`src/rtl/fourth_root_seq_pkg.sv`:
```
// Shared types and constants for the sequential fourth-root unit.
// Latency: n/a (declarations only).
// Backpressure: n/a.
package fourth_root_seq_pkg;

  // Controller states: waiting for operand, extracting bits, holding result
  typedef enum logic [1:0] {
    IDLE = 2'd0,
    ITER = 2'd1,
    DONE = 2'd2
  } state_t;

  // Default root width; the operand is four times as wide
  localparam int OUT_W_DEFAULT = 8;

  // Operand/remainder width for a given root width (r^4 needs 4x the bits)
  function automatic int in_width(input int out_w);
    return 4 * out_w;
  endfunction

endpackage

```
`src/rtl/fourth_root_seq_pow4_unit.sv`:
```
// Combinational fourth power: square, then square the square.
// Latency: 0 cycles (pure combinational).
// Backpressure: none; output follows input.
module pow4_unit #(
  parameter int W = 8
) (
  input  logic [W-1:0]   a,
  output logic [4*W-1:0] p
);

  logic [2*W-1:0] sq;

  // Operands are zero-extended first so each product is formed at full width
  always_comb begin
    sq = {{W{1'b0}}, a} * {{W{1'b0}}, a};
    p  = {{(2*W){1'b0}}, sq} * {{(2*W){1'b0}}, sq};
  end

endmodule

```
`src/rtl/fourth_root_seq.sv`:
```
// Bit-serial integer fourth root: root = floor(x^(1/4)), rem = x - root^4, exact flag.
// Latency: result valid OUT_W+1 cycles after acceptance; one op per OUT_W+2 cycles.
// Backpressure: valid/ready both sides; result held in DONE until out_ready, no overlap.
module fourth_root_seq
  import fourth_root_seq_pkg::*;
#(
  parameter int OUT_W = OUT_W_DEFAULT,
  parameter int IN_W  = in_width(OUT_W)
) (
  input  logic             clk,
  input  logic             rst,
  input  logic             in_valid,
  output logic             in_ready,
  input  logic [IN_W-1:0]  x,
  output logic             out_valid,
  input  logic             out_ready,
  output logic [OUT_W-1:0] root,
  output logic [IN_W-1:0]  rem,
  output logic             exact
);

  localparam int IDX_W = (OUT_W > 1) ? $clog2(OUT_W) : 1;
  localparam logic [IDX_W-1:0] IDX_TOP = IDX_W'(OUT_W - 1);

  state_t           state;
  state_t           state_nxt;

  logic [IN_W-1:0]  x_q;
  logic [OUT_W-1:0] acc_root;
  logic [IN_W-1:0]  acc_pow;
  logic [IDX_W-1:0] bit_idx;

  logic [OUT_W-1:0] trial_bit;
  logic [OUT_W-1:0] cand;
  logic [IN_W-1:0]  p;
  logic             take;
  logic [OUT_W-1:0] root_nxt;
  logic [IN_W-1:0]  pow_nxt;

  logic             last_bit;

  assign last_bit = (bit_idx == '0);

  // Trial candidate: current partial root with the bit under test set
  always_comb begin
    trial_bit          = '0;
    trial_bit[bit_idx] = 1'b1;
    cand               = acc_root | trial_bit;
  end

  pow4_unit #(
    .W (OUT_W)
  ) u_pow4 (
    .a (cand),
    .p (p)
  );

  // Keep the candidate bit only if its fourth power does not exceed the operand
  always_comb begin
    take     = (p <= x_q);
    root_nxt = take ? cand : acc_root;
    pow_nxt  = take ? p    : acc_pow;
  end

  // State register
  always_ff @(posedge clk) begin
    if (rst) begin
      state <= IDLE;
    end else begin
      state <= state_nxt;
    end
  end

  // Next-state logic
  always_comb begin
    state_nxt = state;
    case (state)
      IDLE:    if (in_valid)  state_nxt = ITER;
      ITER:    if (last_bit)  state_nxt = DONE;
      DONE:    if (out_ready) state_nxt = IDLE;
      default:                state_nxt = IDLE;
    endcase
  end

  // Handshake outputs are pure state decodes
  always_comb begin
    in_ready  = 1'b0;
    out_valid = 1'b0;
    case (state)
      IDLE:    in_ready  = 1'b1;
      DONE:    out_valid = 1'b1;
      default: ;
    endcase
  end

  // Datapath: operand capture, per-bit accumulation, result registers
  always_ff @(posedge clk) begin
    if (rst) begin
      x_q      <= '0;
      acc_root <= '0;
      acc_pow  <= '0;
      bit_idx  <= '0;
      root     <= '0;
      rem      <= '0;
      exact    <= 1'b0;
    end else begin
      case (state)
        IDLE: begin
          if (in_valid) begin
            x_q      <= x;
            acc_root <= '0;
            acc_pow  <= '0;
            bit_idx  <= IDX_TOP;
          end
        end
        ITER: begin
          acc_root <= root_nxt;
          acc_pow  <= pow_nxt;
          if (last_bit) begin
            // pow_nxt <= x_q always holds, so the subtraction cannot wrap
            root  <= root_nxt;
            rem   <= x_q - pow_nxt;
            exact <= (x_q == pow_nxt);
          end else begin
            bit_idx <= bit_idx - 1'b1;
          end
        end
        default: ;
      endcase
    end
  end

endmodule

```
`config.mk`:
```
export PLATFORM = sky130hd
export DESIGN_NAME = fourth_root_seq
export DESIGN_NICKNAME = d
export VERILOG_FILES = /design/src/rtl/fourth_root_seq_pkg.sv /design/src/rtl/fourth_root_seq_pow4_unit.sv /design/src/rtl/fourth_root_seq.sv
export SDC_FILE = /design/constraint.sdc
export NUM_CORES = 1
export LEC_CHECK = 0
export CORE_AREA = 3 3 238 170
export CTS_BUF_LIST = sky130_fd_sc_hd__clkbuf_8
export DETAILED_ROUTE_END_ITERATION = 6
export DIE_AREA = 0 0 241 173
export HOLD_SLACK_MARGIN = 0.08
export PLACE_DENSITY = 0.6
export SLEW_MARGIN = 20
export SYNTH_ARGS = -nofsm -noshare
export SYNTH_HDL_FRONTEND = slang
export SYNTH_SLANG_ARGS = --single-unit
export TNS_END_PERCENT = 1
```
`constraint.sdc`:
```
create_clock -name clk -period 14.1 [get_ports clk]
set_input_delay 1.41 -clock clk [delete_from_list [all_inputs] [get_ports clk]]
set_output_delay 1.41 -clock clk [all_outputs]
set_load 0.02 [all_outputs]
```
==> summary.md <==
| Metric | Value |
|---|---|
| Pins Over Slew Limit | `0` |
| Max transition margin | `0.3051` |
| TritonCTS clock tree | `yes` |
| Initial antenna violation count | `1` |
| Maximum vdd drop | `97.03 uV` |
| Hold Crit Start | `rem[19]$_SDFFE_PP0P_` |
| Simple-gate share of the synthesized area | `0.1562` |
| RR Startpoint | `bit_idx[0]$_SDFFE_PP0P_` |
| Reg-to-Reg End | `rem[30]$_SDFFE_PP0P_` |
| First-pass GRT wire length | `67.31 mm` |
| Drt wl/cell | `16.87 um` |
| Compound-Gate Fraction of Synth Area | `0.1449` |
| Core Rows | `60` |
| Maximum clock path buffer count | `2` |
| Worst r2r path cells | `61` |
| Top cell type by total area after synthesis | `fa_1` |
| Ys async rst share | `0` |
| Total CTS buffers | `17` |
| Most instantiated library cell after synthesis | `inv_1` |
| Netlist Area Pre-Place | `14,830 um2` |
| Layout cells sized above 1 | `0.1700` |
| WP data required | `14.45 ns` |
| Power Total | `2549 uW` |
| Nets@finish | `2,387` |
| Largest family of logic cells by synthesized area | `adder cells` |
| Die area | `41,690 um2` |
| Layout area overhead | `24.41%` |
| Clock latency on the worst-skew pair | `0.46 ns` |
| Initial Utilization | `0.3873` |
| Post-synth EDFFs | `0` |
| CP Max Fanout | `8` |
| Finished Cell Area | `18,450 um2` |
| Global-route usage over all layers | `0.2002` |
| Reg2reg setup slack | `0.34 ns` |
| Crit-path slowest cell | `or4b_4` |
| RD Place Congestion | `0.9376` |
| Sequential element share of the synthesized area | `0.1593` |
| DRT Pass-1 Iters | `5` |
| Cells after Synth | `1,788` |
| Via density | `5.193` |
| Post-synthesis xor/xnor area fraction | `0.04430` |
| RSZ-0062 raised after global routing | `yes` |
| Root Buffer | `clkbuf_8` |
| Setup CP Type | `reg -> reg` |
| WHS Path Cells | `2` |
| Yosys top cell area share | `0.2228` |
| YS warnings | `0` |
| Post-synthesis adder-cell area fraction | `0.3857` |
| Final TNS setup | `0 ns` |
| Startpoint types | `flop` |
| Avg Inst Size Synth | `8.292 um2` |
| Placed Area | `16,990 um2` |
| Largest net degree at the start of global routing | `76` |
| I/O Buffers | `78` |
| Std-Cell Core Area | `38,290 um2` |
| Status | `finished, final reports clean` |
| Reg clk slew, reported paths | `0.07 ns` |
| Post-Route Skew | `0.01404 ns` |
| Max Freq | `0.07268 GHz` |
| Max incr delay on CP | `0.55 ns` |
| Critical path capture point type | `flop` |
| Vias in the first global route | `12,770` |
| Proportion of synthesized area in mux cells | `0.02211` |
| Post-synth top flop | `dfxtp_1` |
| Leakage | `0.008777 uW` |
| Worst-margin pin slew | `1.042 ns` |
| Setup-failing EPs final | `0` |
| PwrDens | `138.2 nW/um2` |
| Die W | `241 um` |
| IO Count | `79` |
| Max cap viols | `0` |
| Post-route minimum period | `13.76 ns` |
| Depth of the CTS H-tree | `4` |
| Cell variety after synth | `76` |
| Critical path arrival | `14.11 ns` |
| Most used cell, CP | `fa_1` |
| DIE HEIGHT | `173 um` |
| Area contributors post-synth | `fa_1, ha_1, dfxtp_1` |
| Drt initial violations | `933` |
| Final Hold Fails | `0` |
| Hpwl dp | `33.90 mm` |
| Clk sinks | `118` |
| Via count | `13,000` |
| #FFs+latches synth | `118` |
| DRC Markers | `0` |
| Drt total wl | `42.23 mm` |
| Cts-stage hold buffer count | `0` |
| Final Cycle Share | `0.9758` |
| HP Class | `reg -> reg` |
| Most common library cells after synthesis | `inv_1, nand2_1, ha_1` |
| Antenna Violating Nets Remaining | `0` |
| Worst hold endpoint | `rem[19]$_SDFFE_PP0P_` |
| Mapped Nets | `2,182` |
| Total grt overflow | `0` |
-- sequential cells by signal, indices dropped and copies added (netlist names) --
register and flops:
acc_pow 32, rem 32, x_q 32, acc_root 8, root 8, bit_idx 3, state 2, exact 1
-- cells in the final DEF, fill, tap and decap left out, types with 11 or more instances in the layout --
cell               n
a21oi_1          139
nand3_1           28
fa_1             161
nor2_1           167
mux2i_1           25
a31oi_1           18
nand4_1           14
nand2_1          187
xor2_1            17
nor2_2            15
a21o_1            27
nand2b_1          11
ha_1             179
o21ai_0           29
a21oi_2           14
buf_4            151
xnor2_1           50
nor3_1            23
clkdlybuf4s50_1   77
inv_1            272
and2_1            11
a211oi_1          11
dfxtp_1          115
clkbuf_8          22
-- worst max-delay path by stage --
stage,startpoint,cells after the start,endpoint
6_report,bit_idx[0]$_SDFFE_PP0P_,61,rem[30]$_SDFFE_PP0P_
5_1_grt,bit_idx[0]$_SDFFE_PP0P_,62,rem[30]$_SDFFE_PP0P_
4_1_cts,bit_idx[0]$_SDFFE_PP0P_,60,rem[29]$_SDFFE_PP0P_
3_5_place_dp,bit_idx[2]$_SDFFE_PP0P_,61,rem[30]$_SDFFE_PP0P_
3_3_place_gp,bit_idx[2]$_SDFFE_PP0P_,61,rem[28]$_SDFFE_PP0P_
2_1_floorplan,bit_idx[1]$_SDFFE_PP0P_,65,rem[30]$_SDFFE_PP0P_
-- routing by layer --
metal  vias up  wire length, um  GRT usage
met5         -                0          0
met4         0              220    0.02488
met3        23             2360    0.03715
met2       288            18240     0.2958
met1      6379            21400     0.3094
li1       6309                -          -
-- through the flow --
| stage | std cells | setup slack [ns] | hold slack (ns) | utilization |
|---|---|---|---|---|
| global route | 2503 | -0.2277 | 0.4699 | 0.4818 |
| global placement | 2435 | -0.03403 | 0.4415 | 0.4438 |
| detailed placement | 2435 | -0.3116 | 0.4448 | 0.4438 |
| floorplan | 1788 | 0.02763 | 0.4296 | - |
| finish | 2503 | 0.3415 | 0.4539 | 0.4818 |
| CTS | 2468 | 0.01224 | 0.4527 | 0.4570 |
-- final cells by class --
cell class,count,area [um2]
antenna,1,2.502
clock buffer,22,302.8
clock inverter,10,150.1
fill,3706,19840
inverter,284,1082
multi-input combinational,1332,11840
sequential,118,2371
tap,496,620.6
timing repair buffer,240,2081
-- what timing repair did --
item | CTS | global route
setup buffers | 1 | 34
resized for setup | 9 | 150
cloned | 0 | 1
setup endpoints to repair | 16 | 28
pin swaps | 3 | 67
-- worst max-delay path: cells and delay by family, from the launching register on --
kind            cells  cell delay [ns]
xor+xnor            3             0.51
flops               1             0.36
compound gates     12             2.38
buf+inv            13             1.51
simple gates       18             3.12
mux                 2             0.30
fa+ha+maj          13             5.41
-- power breakdown --
part	internal, uW	switching [uW]	leakage [uW]
registers	366	23.5	0.000961
clock network	214	145	0.000237
logic	803	996	0.00758
-- logic make-up (layout without fill, tap and decap cells) --
family,after synthesis,in the layout
flip-flops,118,118
adder cells (fa/ha/maj),358,358
XOR/XNOR,75,75
AND/OR/NAND/NOR,527,527
buffers and inverters,338,556
multiplexers,32,32
AO/OA/AOI/OAI,338,338
other,2,3
No activity file was read; power rests on OpenSTA's default activity.
